File: src/rtl/acc_serial_alu.sv
// acc_serial_alu: bit-serial accumulator ALU (LDA/ADD/SUB/NEG/SHR), one result bit per clock, LSB first
module acc_serial_alu #(
  parameter int LINE_LENGTH = 40,
  parameter int INSTR_FUNCTION_BITS = 6,
  parameter logic [INSTR_FUNCTION_BITS-1:0] INST_LDA = 6'b100000,
  parameter logic [INSTR_FUNCTION_BITS-1:0] INST_ADD = 6'b101100,
  parameter logic [INSTR_FUNCTION_BITS-1:0] INST_SUB = 6'b100110,
  parameter logic [INSTR_FUNCTION_BITS-1:0] INST_NEG = 6'b110110,
  parameter logic [INSTR_FUNCTION_BITS-1:0] INST_SHR = 6'b111110
) (
  input  logic                           w_CLK,
  input  logic                           w_RST_N,
  input  logic                           w_START,
  input  logic [0:INSTR_FUNCTION_BITS-1] b_FST,
  input  logic [0:LINE_LENGTH-1]         b_A_DATA_IN,
  input  logic                           w_ACEG,
  output logic [0:LINE_LENGTH-1]         b_ACC,
  output logic                           w_ACC_NEG,
  output logic                           w_BUSY,
  output logic                           w_DONE,
  output logic                           w_OVF
);
  localparam int CW = $clog2(LINE_LENGTH);
  typedef enum logic [1:0] {IDLE, RUN, DONE} state_t;
  state_t state, state_nxt;
  logic [LINE_LENGTH-1:0] acc, a_in, opr_sr, wrk_sr, res_sr;
  logic [INSTR_FUNCTION_BITS-1:0] op;
  logic [CW-1:0] cnt;
  logic carry, ovf, valid, start_ok, last, inv, arith, b_bit, sum, cout, r_bit;
  for (genvar i = 0; i < LINE_LENGTH; i++) begin : g_bits
    assign a_in[i]  = b_A_DATA_IN[i];
    assign b_ACC[i] = acc[i];
  end
  assign valid     = b_FST == INST_LDA || b_FST == INST_ADD || b_FST == INST_SUB ||
                     b_FST == INST_NEG || b_FST == INST_SHR;
  assign start_ok  = state == IDLE && w_START && valid;
  assign last      = cnt == CW'(LINE_LENGTH - 1);
  assign inv       = op == INST_SUB || op == INST_NEG;
  assign arith     = inv || op == INST_ADD;
  assign b_bit     = opr_sr[0] ^ inv;
  assign sum       = wrk_sr[0] ^ b_bit ^ carry;
  assign cout      = (wrk_sr[0] & b_bit) | (carry & (wrk_sr[0] ^ b_bit));
  assign r_bit     = op == INST_LDA ? opr_sr[0] : op == INST_SHR ? wrk_sr[1] : sum;
  assign w_ACC_NEG = acc[LINE_LENGTH-1];
  assign w_BUSY    = state == RUN;
  assign w_DONE    = state == DONE;
  assign w_OVF     = ovf;
  always_comb begin
    state_nxt = state;
    state_nxt = state == IDLE ? (start_ok ? RUN : IDLE) :
                state == RUN  ? (last ? DONE : RUN) : IDLE;
  end
  always_ff @(posedge w_CLK or negedge w_RST_N)
    if (!w_RST_N) state <= IDLE;
    else state <= state_nxt;
  always_ff @(posedge w_CLK or negedge w_RST_N)
    if (!w_RST_N) begin
      acc    <= '0;
      opr_sr <= '0;
      wrk_sr <= '0;
      res_sr <= '0;
      op     <= '0;
      cnt    <= '0;
      carry  <= 1'b0;
      ovf    <= 1'b0;
    end else if (start_ok) begin
      opr_sr <= a_in;
      op     <= b_FST;
      wrk_sr <= (w_ACEG || b_FST == INST_NEG) ? '0 : acc;
      res_sr <= '0;
      cnt    <= '0;
      carry  <= b_FST == INST_SUB || b_FST == INST_NEG;
      if (w_ACEG) begin
        acc <= '0;
        ovf <= 1'b0;
      end
    end else if (state == RUN) begin
      opr_sr <= opr_sr >> 1;
      wrk_sr <= {wrk_sr[LINE_LENGTH-1], wrk_sr[LINE_LENGTH-1:1]};
      res_sr <= {r_bit, res_sr[LINE_LENGTH-1:1]};
      carry  <= cout;
      cnt    <= last ? '0 : cnt + CW'(1);
      if (last) begin
        acc <= {r_bit, res_sr[LINE_LENGTH-1:1]};
        ovf <= arith & (carry ^ cout);
      end
    end else if (state == IDLE && w_ACEG) begin
      acc <= '0;
      ovf <= 1'b0;
    end
endmodule
File: config.mk
export PLATFORM = sky130hd
export DESIGN_NAME = acc_serial_alu
export DESIGN_NICKNAME = d
export VERILOG_FILES = /design/src/rtl/acc_serial_alu.sv
export SDC_FILE = /design/constraint.sdc
export NUM_CORES = 1
export LEC_CHECK = 0
export CORE_MARGIN = 2
export CORE_UTILIZATION = 59
export CTS_BUF_LIST = sky130_fd_sc_hd__clkbuf_8 sky130_fd_sc_hd__clkbuf_16
export CTS_CLUSTER_DIAMETER = 50
export CTS_CLUSTER_SIZE = 25
export DETAILED_ROUTE_END_ITERATION = 8
export MAX_ROUTING_LAYER = met4
export PLACE_DENSITY = 0.87
export SYNTH_ARGS = -nofsm -noshare
export SYNTH_HDL_FRONTEND = slang
export SYNTH_SLANG_ARGS = --single-unit
File: constraint.sdc
create_clock -name w_CLK -period 3.95 [get_ports w_CLK]
set_input_delay 0.395 -clock w_CLK [delete_from_list [all_inputs] [get_ports w_CLK]]
set_output_delay 0.395 -clock w_CLK [all_outputs]
set_load 0.01 [all_outputs]
==> impl_metrics.env, run 1 <==
export IMPL_status="completed"
export IMPL_first_iter_violations=593
export IMPL_reg2reg_depth=6
export IMPL_placed_area_um2=8315
export IMPL_r2r_start="state[1]"
export IMPL_worstSetupEndpointType="output port"
export IMPL_synthFlopType="dfrtp_1"
export IMPL_clkTransAtPathRegs_ns=0.06
export IMPL_worst_clock_skew_ns=0.004178
export IMPL_worstPathArrival_ns=2.74
export IMPL_crit_chain="nand2b_4 -> inv_2 -> clkdlybuf4s50_1"
export IMPL_drt_total_wl_um=16050
export IMPL_async_flop_share=1.000
export IMPL_slowest_stage="inv_2"
export IMPL_ys_warn_count=0
export IMPL_die_w_um=115.5
export IMPL_power_switching_fraction=0.3454
export IMPL_hold_viol_final=0
export IMPL_yosys_area_top_type="dfrtp_1"
export IMPL_stdcell_area_um2=8916
export IMPL_layout_setup_ws_ns=0.8197
export IMPL_gr_usage_met3=0.04393
export IMPL_finalNonFillerCells=945
export IMPL_fin_tns_setup_ns=0
export IMPL_clk_latency_ns=0.42
export IMPL_grt_max_degree=119
export IMPL_place_congestion=0.8231
export IMPL_area_growth_pct=21.58
export IMPL_dpl_worst_slack_ns=1.099
export IMPL_grtUsageMet1=0.3525
export IMPL_cts_buffers=17
export IMPL_hold_path_class="in2async"
export IMPL_syn_nets=754
export IMPL_leakage_nw=3.806
export IMPL_switchingPower_mw=2.400
export IMPL_antenna_cells=0
export IMPL_via_per_inst=5.858
export IMPL_start_util=0.6080
export IMPL_cts_hold_buf=0
export IMPL_synth_cell_type_count=41
export IMPL_cts_sinks=175
export IMPL_p_clk_frac=0.244
export IMPL_maxSlewHeadroom=0.2780
export IMPL_netlist_area_leader_share=0.5972
export IMPL_cp_slowest_stage_delay_ns=0.76
export IMPL_dr_pass1_iters=6
export IMPL_synth_edf_count=0
export IMPL_final_max_slew_viol_count=0
export IMPL_cts_root_buf="clkbuf_16"
export IMPL_core_area_um2=12060
export IMPL_finalCritPeriodShare=0.7925
export IMPL_num_rows=40
export IMPL_dieArea_um2=13340
export IMPL_crit_path_end="w_BUSY"
export IMPL_crit_start="state[1]"
export IMPL_r2r_end="acc[22]"
export IMPL_ys_seq_area_frac=0.5972
export IMPL_critPathKind="reg2out"
export IMPL_final_common_cell="dfrtp_1"
export IMPL_die_h_um=115.5
export IMPL_cts_setup_buffers=0
export IMPL_dp_cells=914
export IMPL_ant_nets=0
export IMPL_rsz0062_at_grt="false"
export IMPL_cts_tree="built"
export IMPL_netlist_top_cells_area="dfrtp_1 60%, nand2_1 8.6%, o21ai_0 8.3%"
export IMPL_peakVddDrop_uv=427.7
export IMPL_io_buffers=93
export IMPL_power_density_nw_per_um2=779.1
export IMPL_p_total_mw=6.947
export IMPL_drive_gt1_frac=0.05792
export IMPL_hpwl_um=9601
export IMPL_htreeDepth=4
export IMPL_grt_pass1_vias=5491
export IMPL_drc=0
export IMPL_p_seq_frac=0.438
export IMPL_avgSynthCellArea_um2=10.45
export IMPL_reg2reg_slack_ns=1.02
export IMPL_met2_usage=0.4218
export IMPL_combPwrFrac=0.318
export IMPL_via_count=5536
export IMPL_cts_resized_gates=0
export IMPL_synthCells=702
export IMPL_cp_max_fo=48
export IMPL_required_ns=3.56
export IMPL_layout_nets=817
export IMPL_setup_viol=0
export IMPL_antenna_found_initial=0
export IMPL_syn_area_um2=7333
export IMPL_worst_pin_slew_ns=1.083
export IMPL_grt_pass1_wl_um=26980
export IMPL_grtUsageTotal=0.2668
export IMPL_overflow=0
export IMPL_drv_cap=0
export IMPL_io_pins=94
export IMPL_layout_common_cells="175 x dfrtp_1, 168 x nand2_1, 121 x o21ai_0"
export IMPL_cp_start_kind="flop"
export IMPL_internal_power_mw=4.547
export IMPL_timing_final_crit_period_ns=3.130
export IMPL_yosys_register_bits=175
export IMPL_top_usage_layer="met2"
export IMPL_max_freq_ghz=0.3195
export IMPL_wire_per_inst_um=16.99
export IMPL_cts_path_max_buffers=2
[kinds of logic after synthesis]
| group | count (synthesis) | synth area share |
|---|---|---|
| AOI/OAI and AO/OA | 214 | 0.1843 |
| and+or+nand+nor | 208 | 0.1170 |
| DFF | 175 | 0.5972 |
| buffers and inverters | 59 | 0.03703 |
| muxes | 40 | 0.05528 |
| xor gates and xnor gates | 4 | 0.004778 |
| adders and majority gates | 2 | 0.004436 |
[sequential cells by signal, indices dropped and copies added (netlist names)]
register,cells
acc,40
carry,1
cnt,6
op,6
opr_sr,40
res_sr,39
state,2
w_OVF,1
wrk_sr,40
[worst min-delay path by stage]
stage | slack [ns] | endpoint | cells past startpoint | startpoint
floorplan | 0.1 | acc[0] | 0 | w_RST_N
global placement | 0.47 | op[5] | 1 | op[5]
detailed placement | 0.49 | res_sr[1] | 2 | res_sr[2]
CTS | 0.18 | opr_sr[33] | 1 | w_RST_N
global route | 0.22 | opr_sr[33] | 1 | w_RST_N
finish | 0.09 | opr_sr[31] | 1 | w_RST_N
[area by class of cell]
class                   count  area, um^2
repair buffers            100        1010
multi-input cells         468        2705
well taps                 168       210.2
clock inverters            10       120.1
flip-flops and latches    175        4379
inverters                   3       11.26
clock buffers              21       480.5
fillers                   763        3146
[worst max-delay path, delay by kind of cell (launching register included)]
kind	cells	cell delay [ns]
buffers and inverters	2	1.43
AND/OR/NAND/NOR	1	0.44
flip-flops	1	0.42
[power groups by stage]
| stage | clock network, mW | logic, mW | registers (mW) |
|---|---|---|---|
| detailed placement | 0 | 2.18 | 3.04 |
| global route | 1.80 | 2.46 | 3.12 |
| CTS | 1.71 | 2.22 | 3.03 |
| finish | 1.70 | 2.21 | 3.04 |
| global placement | 0 | 2.05 | 3.00 |
| floorplan | 0 | 1.38 | 2.97 |
[routing by layer]
| layer | wire length (um) | part of all wire |
|---|---|---|
| met5 | 0 | 0 |
| met4 | 338 | 0.021 |
| met3 | 723 | 0.045 |
| met2 | 8271 | 0.52 |
| met1 | 6719 | 0.42 |
[synth_stat cells, types with 3 or more instances]
cell type and count:
clkbuf_1 32, buf_4 4, mux2_2 4, a21oi_1 3
o2bb2ai_1 37, nand2_1 168, o21ai_0 121, buf_2 16
a22oi_1 40, mux2i_1 36, xor2_1 3, a31oi_1 4
nand3_1 3, inv_1 3, nor2_1 13, dfrtp_1 175
nor3_1 5, a221o_1 3
[stage by stage]
| stage | util | hold slack, ns |
|---|---|---|
| 2_1_floorplan | - | 0.09941 |
| 3_3_place_gp | 0.6894 | 0.4699 |
| 3_5_place_dp | 0.6894 | 0.4889 |
| 4_1_cts | 0.7392 | 0.1754 |
| 5_1_grt | 0.7392 | 0.2216 |
| 6_report | 0.7392 | 0.08958 |
(Power assumes the default switching activity.)
==> run 2: changes to the inputs <==
--- a/config.mk
+++ b/config.mk
@@ -6,13 +6,13 @@
 export NUM_CORES = 1
 export LEC_CHECK = 0
 export CORE_MARGIN = 2
-export CORE_UTILIZATION = 59
+export CORE_UTILIZATION = 50
 export CTS_BUF_LIST = sky130_fd_sc_hd__clkbuf_8 sky130_fd_sc_hd__clkbuf_16
 export CTS_CLUSTER_DIAMETER = 50
 export CTS_CLUSTER_SIZE = 25
 export DETAILED_ROUTE_END_ITERATION = 8
 export MAX_ROUTING_LAYER = met4
-export PLACE_DENSITY = 0.87
+export PLACE_DENSITY = 0.79
 export SYNTH_ARGS = -nofsm -noshare
 export SYNTH_HDL_FRONTEND = slang
 export SYNTH_SLANG_ARGS = --single-unit
==> constraint.sdc (replaced) <==
create_clock -name w_CLK -period 2.7 [get_ports w_CLK]
set_input_delay 0.27 -clock w_CLK [delete_from_list [all_inputs] [get_ports w_CLK]]
set_output_delay 0.27 -clock w_CLK [all_outputs]
set_load 0.01 [all_outputs]
==> impl_metrics.env, run 2 (synthesis gave the netlist of run 1 again) <==
export IMPL_cp_start_kind="flop"
export IMPL_rsz0062_at_grt="false"
export IMPL_layout_nets=821
export IMPL_dp_cells=933
export IMPL_fillCellCount=1151
export IMPL_io_pins=94
export IMPL_cp_slowest_stage_delay_ns=0.71
export IMPL_grtUsageTotal=0.2092
export IMPL_cts_sinks=175
export IMPL_io_buffers=93
export IMPL_dpl_worst_slack_ns=0.3305
export IMPL_final_util=0.6234
export IMPL_worstPathArrival_ns=2.70
export IMPL_clk_latency_ns=0.42
export IMPL_drv_cap=0
export IMPL_cts_tree="built"
export IMPL_worst_pin_slew_ns=0.8569
export IMPL_place_congestion=0.7517
export IMPL_crit_buf_inv=1
export IMPL_grt_pass1_wl_um=26100
export IMPL_core_area_um2=14420
export IMPL_cts_path_max_buffers=2
export IMPL_grt_max_degree=126
export IMPL_antenna_found_initial=0
export IMPL_drive_gt1_frac=0.06274
export IMPL_setup_viol=0
export IMPL_cts_resized_gates=0
export IMPL_final_common_cell="dfrtp_1"
export IMPL_via_count=5368
export IMPL_finalCritPeriodShare=0.8926
export IMPL_holdWs_ns=0.3986
export IMPL_cp_max_fo=41
export IMPL_crit_family="compound AO/OA/AOI/OAI gates"
export IMPL_hold_path_class="in2async"
export IMPL_dieArea_um2=15650
export IMPL_timing_final_crit_period_ns=2.410
export IMPL_drt_total_wl_um=15100
export IMPL_wire_per_inst_um=15.65
export IMPL_power_density_nw_per_um2=1113
export IMPL_cts_buffers=17
export IMPL_first_iter_violations=505
export IMPL_fin_tns_setup_ns=0
export IMPL_crit_chain="ha_1 -> nand4b_1 -> nor2_1 -> a21oi_4 -> buf_4 -> o21ai_0"
export IMPL_worst_clock_skew_ns=0.006126
export IMPL_antenna_cells=0
export IMPL_ant_nets=0
export IMPL_leakage_nw=3.827
export IMPL_cts_root_buf="clkbuf_16"
export IMPL_die_w_um=125.1
export IMPL_placed_area_um2=8396
export IMPL_area_growth_pct=22.61
export IMPL_reg_top3="acc (40), opr_sr (40), wrk_sr (40)"
export IMPL_critPathKind="reg2reg"
export IMPL_layout_setup_ws_ns=0.2900
export IMPL_drc=0
export IMPL_peakVddDrop_uv=486.7
export IMPL_hold_viol_final=0
export IMPL_layout_common_cells="175 x dfrtp_1, 168 x nand2_1, 121 x o21ai_0"
export IMPL_hpwl_um=9513
export IMPL_htreeDepth=4
export IMPL_required_ns=2.99
export IMPL_start_util=0.5084
export IMPL_maxSlewHeadroom=0.4274
export IMPL_die_h_um=125.1
export IMPL_final_max_slew_viol_count=0
export IMPL_num_rows=44
export IMPL_clkTransAtPathRegs_ns=0.06
export IMPL_stdcell_area_um2=8991
export IMPL_max_freq_ghz=0.4149
export IMPL_grt_pass1_vias=5423
export IMPL_reg2reg_slack_ns=0.29
export IMPL_finalNonFillerCells=965
export IMPL_status="completed"
export IMPL_p_total_mw=10.01
export IMPL_dr_pass1_iters=6
export IMPL_slowest_stage="a21oi_4"
export IMPL_via_per_inst=5.563
export IMPL_overflow=0
export IMPL_ff_latch_area_um2=4379
export IMPL_worstSetupEndpointType="flop"
export IMPL_multiInputGateArea_um2=2705
## run 2: cell types whose count changed in the layout (fill, tap and decap cells not counted), sizes merged
cell         delta
buf             +3
bufinv          -1
clkbuf          +1
clkinv          +1
dlygate4sd3     +1
inv             -1
## run 2: timing repair
item                       4_1_cts  5_1_grt
hold endpoints to repair        61        0
hold buffers                     1        0
buffers inserted                 0        0
setup endpoints to repair        0        1
## run 2: per-layer routing
layer	up-vias	share of wire	track usage
li1	2608	-	-
met1	2617	0.45	0.2765
met2	114	0.49	0.3248
met3	29	0.034	0.03851
met4	0	0.022	0.08170
met5	-	0	-
## run 2: cell type report
class | count | share of cell area
inverters | 3 | 0.001252
multi-input cells | 468 | 0.3009
repair buffers | 104 | 0.1201
flip-flops and latches | 175 | 0.4871
well taps | 184 | 0.02561
clock buffers | 22 | 0.05497
clock inverters | 9 | 0.01016
## run 2: power breakdown
group	internal, mW	switching [mW]	total [mW]
clock network	1.46	0.922	2.39
logic	1.45	1.74	3.18
registers	3.69	0.743	4.44
## run 2: path summary, 6_finish.rpt
| path | cells after the start | endpoint | startpoint |
|---|---|---|---|
| worst max-delay path | 6 | acc[14] | cnt[0] |
| worst min-delay path | 2 | opr_sr[21] | w_RST_N |
| worst max register to register | 6 | acc[14] | cnt[0] |
| worst min register to register | 2 | res_sr[23] | res_sr[24] |
| max in group asynchronous | 3 | op[4] | w_RST_N |
| min in group w_CLK | 3 | opr_sr[39] | b_A_DATA_IN[39] |
## run 2: worst register-to-register path, stage by stage, from the launching register on
cell,delay [ns]
dfrtp_1,0.42
ha_1,0.26
nand4b_1,0.14
nor2_1,0.13
a21oi_4,0.71
buf_4,0.47
o21ai_0,0.16
==> run 3: changes to the inputs <==
--- a/config.mk
+++ b/config.mk
@@ -5,8 +5,10 @@
 export SDC_FILE = /design/constraint.sdc
 export NUM_CORES = 1
 export LEC_CHECK = 0
+export CELL_PAD_IN_SITES_DETAIL_PLACEMENT = 1
+export CELL_PAD_IN_SITES_GLOBAL_PLACEMENT = 1
 export CORE_MARGIN = 2
-export CORE_UTILIZATION = 50
+export CORE_UTILIZATION = 39
 export CTS_BUF_LIST = sky130_fd_sc_hd__clkbuf_8 sky130_fd_sc_hd__clkbuf_16
 export CTS_CLUSTER_DIAMETER = 50
 export CTS_CLUSTER_SIZE = 25
==> impl_metrics.env, run 3 (synthesis gave the netlist of run 1 again) <==
export IMPL_worstPathArrival_ns=2.32
export IMPL_cts_tree="built"
export IMPL_num_rows=50
export IMPL_reg2reg_depth=7
export IMPL_drive_gt1_frac=0.05890
export IMPL_antenna_cells=0
export IMPL_status="completed"
export IMPL_via_count=5604
export IMPL_die_w_um=141.1
export IMPL_layout_nets=822
export IMPL_worst_pin_slew_ns=1.004
export IMPL_dpl_worst_slack_ns=0.2223
export IMPL_overflow=0
export IMPL_start_util=0.3947
export IMPL_reg_top3="acc (40), opr_sr (40), wrk_sr (40)"
export IMPL_io_pins=94
export IMPL_cts_buffers=17
export IMPL_io_buffers=93
export IMPL_htreeDepth=4
export IMPL_hold_path_class="in2async"
export IMPL_peakVddDrop_uv=695.1
export IMPL_dieArea_um2=19920
export IMPL_slowest_stage="clkdlybuf4s50_1"
export IMPL_max_freq_ghz=0.3863
export IMPL_cts_path_max_buffers=2
export IMPL_cp_slowest_stage_delay_ns=0.65
export IMPL_crit_chain="nand2b_4 -> clkinv_2 -> buf_4 -> clkdlybuf4s50_1"
export IMPL_die_h_um=141.1
export IMPL_ant_nets=0
export IMPL_drv_cap=0
export IMPL_finalNonFillerCells=1015
export IMPL_dr_pass1_iters=5
export IMPL_final_util=0.4871
export IMPL_power_density_nw_per_um2=1124
export IMPL_core_area_um2=18580
export IMPL_drt_total_wl_um=18330
export IMPL_drc=0
export IMPL_layout_setup_ws_ns=0.1113
export IMPL_clkTransAtPathRegs_ns=0.07
export IMPL_antenna_found_initial=0
export IMPL_place_congestion=0.7364
export IMPL_final_common_cell="dfrtp_1"
export IMPL_final_max_slew_viol_count=0
export IMPL_critPathKind="reg2out"
export IMPL_cp_start_kind="flop"
export IMPL_worst_clock_skew_ns=0.01073
export IMPL_p_total_mw=10.17
export IMPL_grt_max_degree=126
export IMPL_rsz0062_at_grt="false"
export IMPL_finalCritPeriodShare=0.9588
export IMPL_cp_max_fo=58
export IMPL_first_iter_violations=301
export IMPL_setup_viol=0
export IMPL_clk_latency_ns=0.43
export IMPL_hold_viol_final=0
export IMPL_maxSlewHeadroom=0.3305
export IMPL_dp_cells=983
export IMPL_cts_setup_buffers=0
export IMPL_required_ns=2.43
export IMPL_leakage_nw=3.819
export IMPL_grt_pass1_wl_um=30550
export IMPL_grtUsageTotal=0.1974
export IMPL_cts_root_buf="clkbuf_16"
export IMPL_worstSetupEndpointType="output port"
export IMPL_fin_tns_setup_ns=0
export IMPL_grt_pass1_vias=5976
export IMPL_cts_sinks=175
export IMPL_area_growth_pct=23.41
export IMPL_timing_final_crit_period_ns=2.589
export IMPL_via_per_inst=5.521
export IMPL_hpwl_um=11260
export IMPL_layout_common_cells="175 x dfrtp_1, 168 x nand2_1, 121 x o21ai_0"
export IMPL_wire_per_inst_um=18.06
[run 3: changes by cell type in the layout (fill, tap and decap cells not counted)]
cell        delta
inv_2          -1
a21oi_2        +1
bufinv_16      +1
clkinvlp_4     +2
inv_1          +3
clkbuf_8       -4
clkinv_2       -2
[run 3: report_power, final]
group	internal (mW)	switching, mW	total [mW]
Sequential	3.69	0.767	4.45
Clock	1.45	0.973	2.42
Combinational	1.44	1.86	3.30
[run 3: area by class of cell]
cell class,instances,area (um^2)
Fill cell,1987,9530
Sequential cell,175,4379
Multi-Input combinational cell,469,2714
Timing Repair Buffer,104,1080
Clock buffer,18,439.2
Tap cell,234,292.8
Clock inverter,12,132.6
Inverter,3,12.51
[run 3: timing repair]
item                       in CTS  in global routing
setup endpoints to repair       0                 19
hold buffers                    1                  0
resized for setup               0                  0
hold endpoints to repair       58                  0
[run 3: critical path, delay by kind of cell (launching register included)]
kind	cells	cell delay, ns
DFF	1	0.42
buffers and inverters	3	1.27
and+or+nand+nor	1	0.18
[run 3: per-layer routing]
layer	GRT usage	vias up	wire length, um
met5	-	-	0
met4	0.06684	0	330
met3	0.03193	22	461
met2	0.3278	77	9220
met1	0.2476	2897	8318
li1	-	2608	-
[run 3: worst paths after layout]
check,from,to,slack (ns)
worst max-delay path,state[1],w_BUSY,0.11
worst min-delay path,w_RST_N,opr_sr[29],0.37
worst max register to register,cnt[0],acc[29],0.38
worst min register to register,res_sr[15],res_sr[14],0.50
max in group asynchronous,w_RST_N,opr_sr[15],1.51
min in group w_CLK,b_A_DATA_IN[39],opr_sr[39],0.41
[run 3: through the flow]
stage / cell area (um^2) / hold slack, ns
floorplan: 7333 / -0.02559
global placement: 8459 / 0.2899
detailed placement: 8459 / 0.2918
CTS: 9041 / 0.3990
global route: 9050 / 0.4363
finish: 9050 / 0.3687
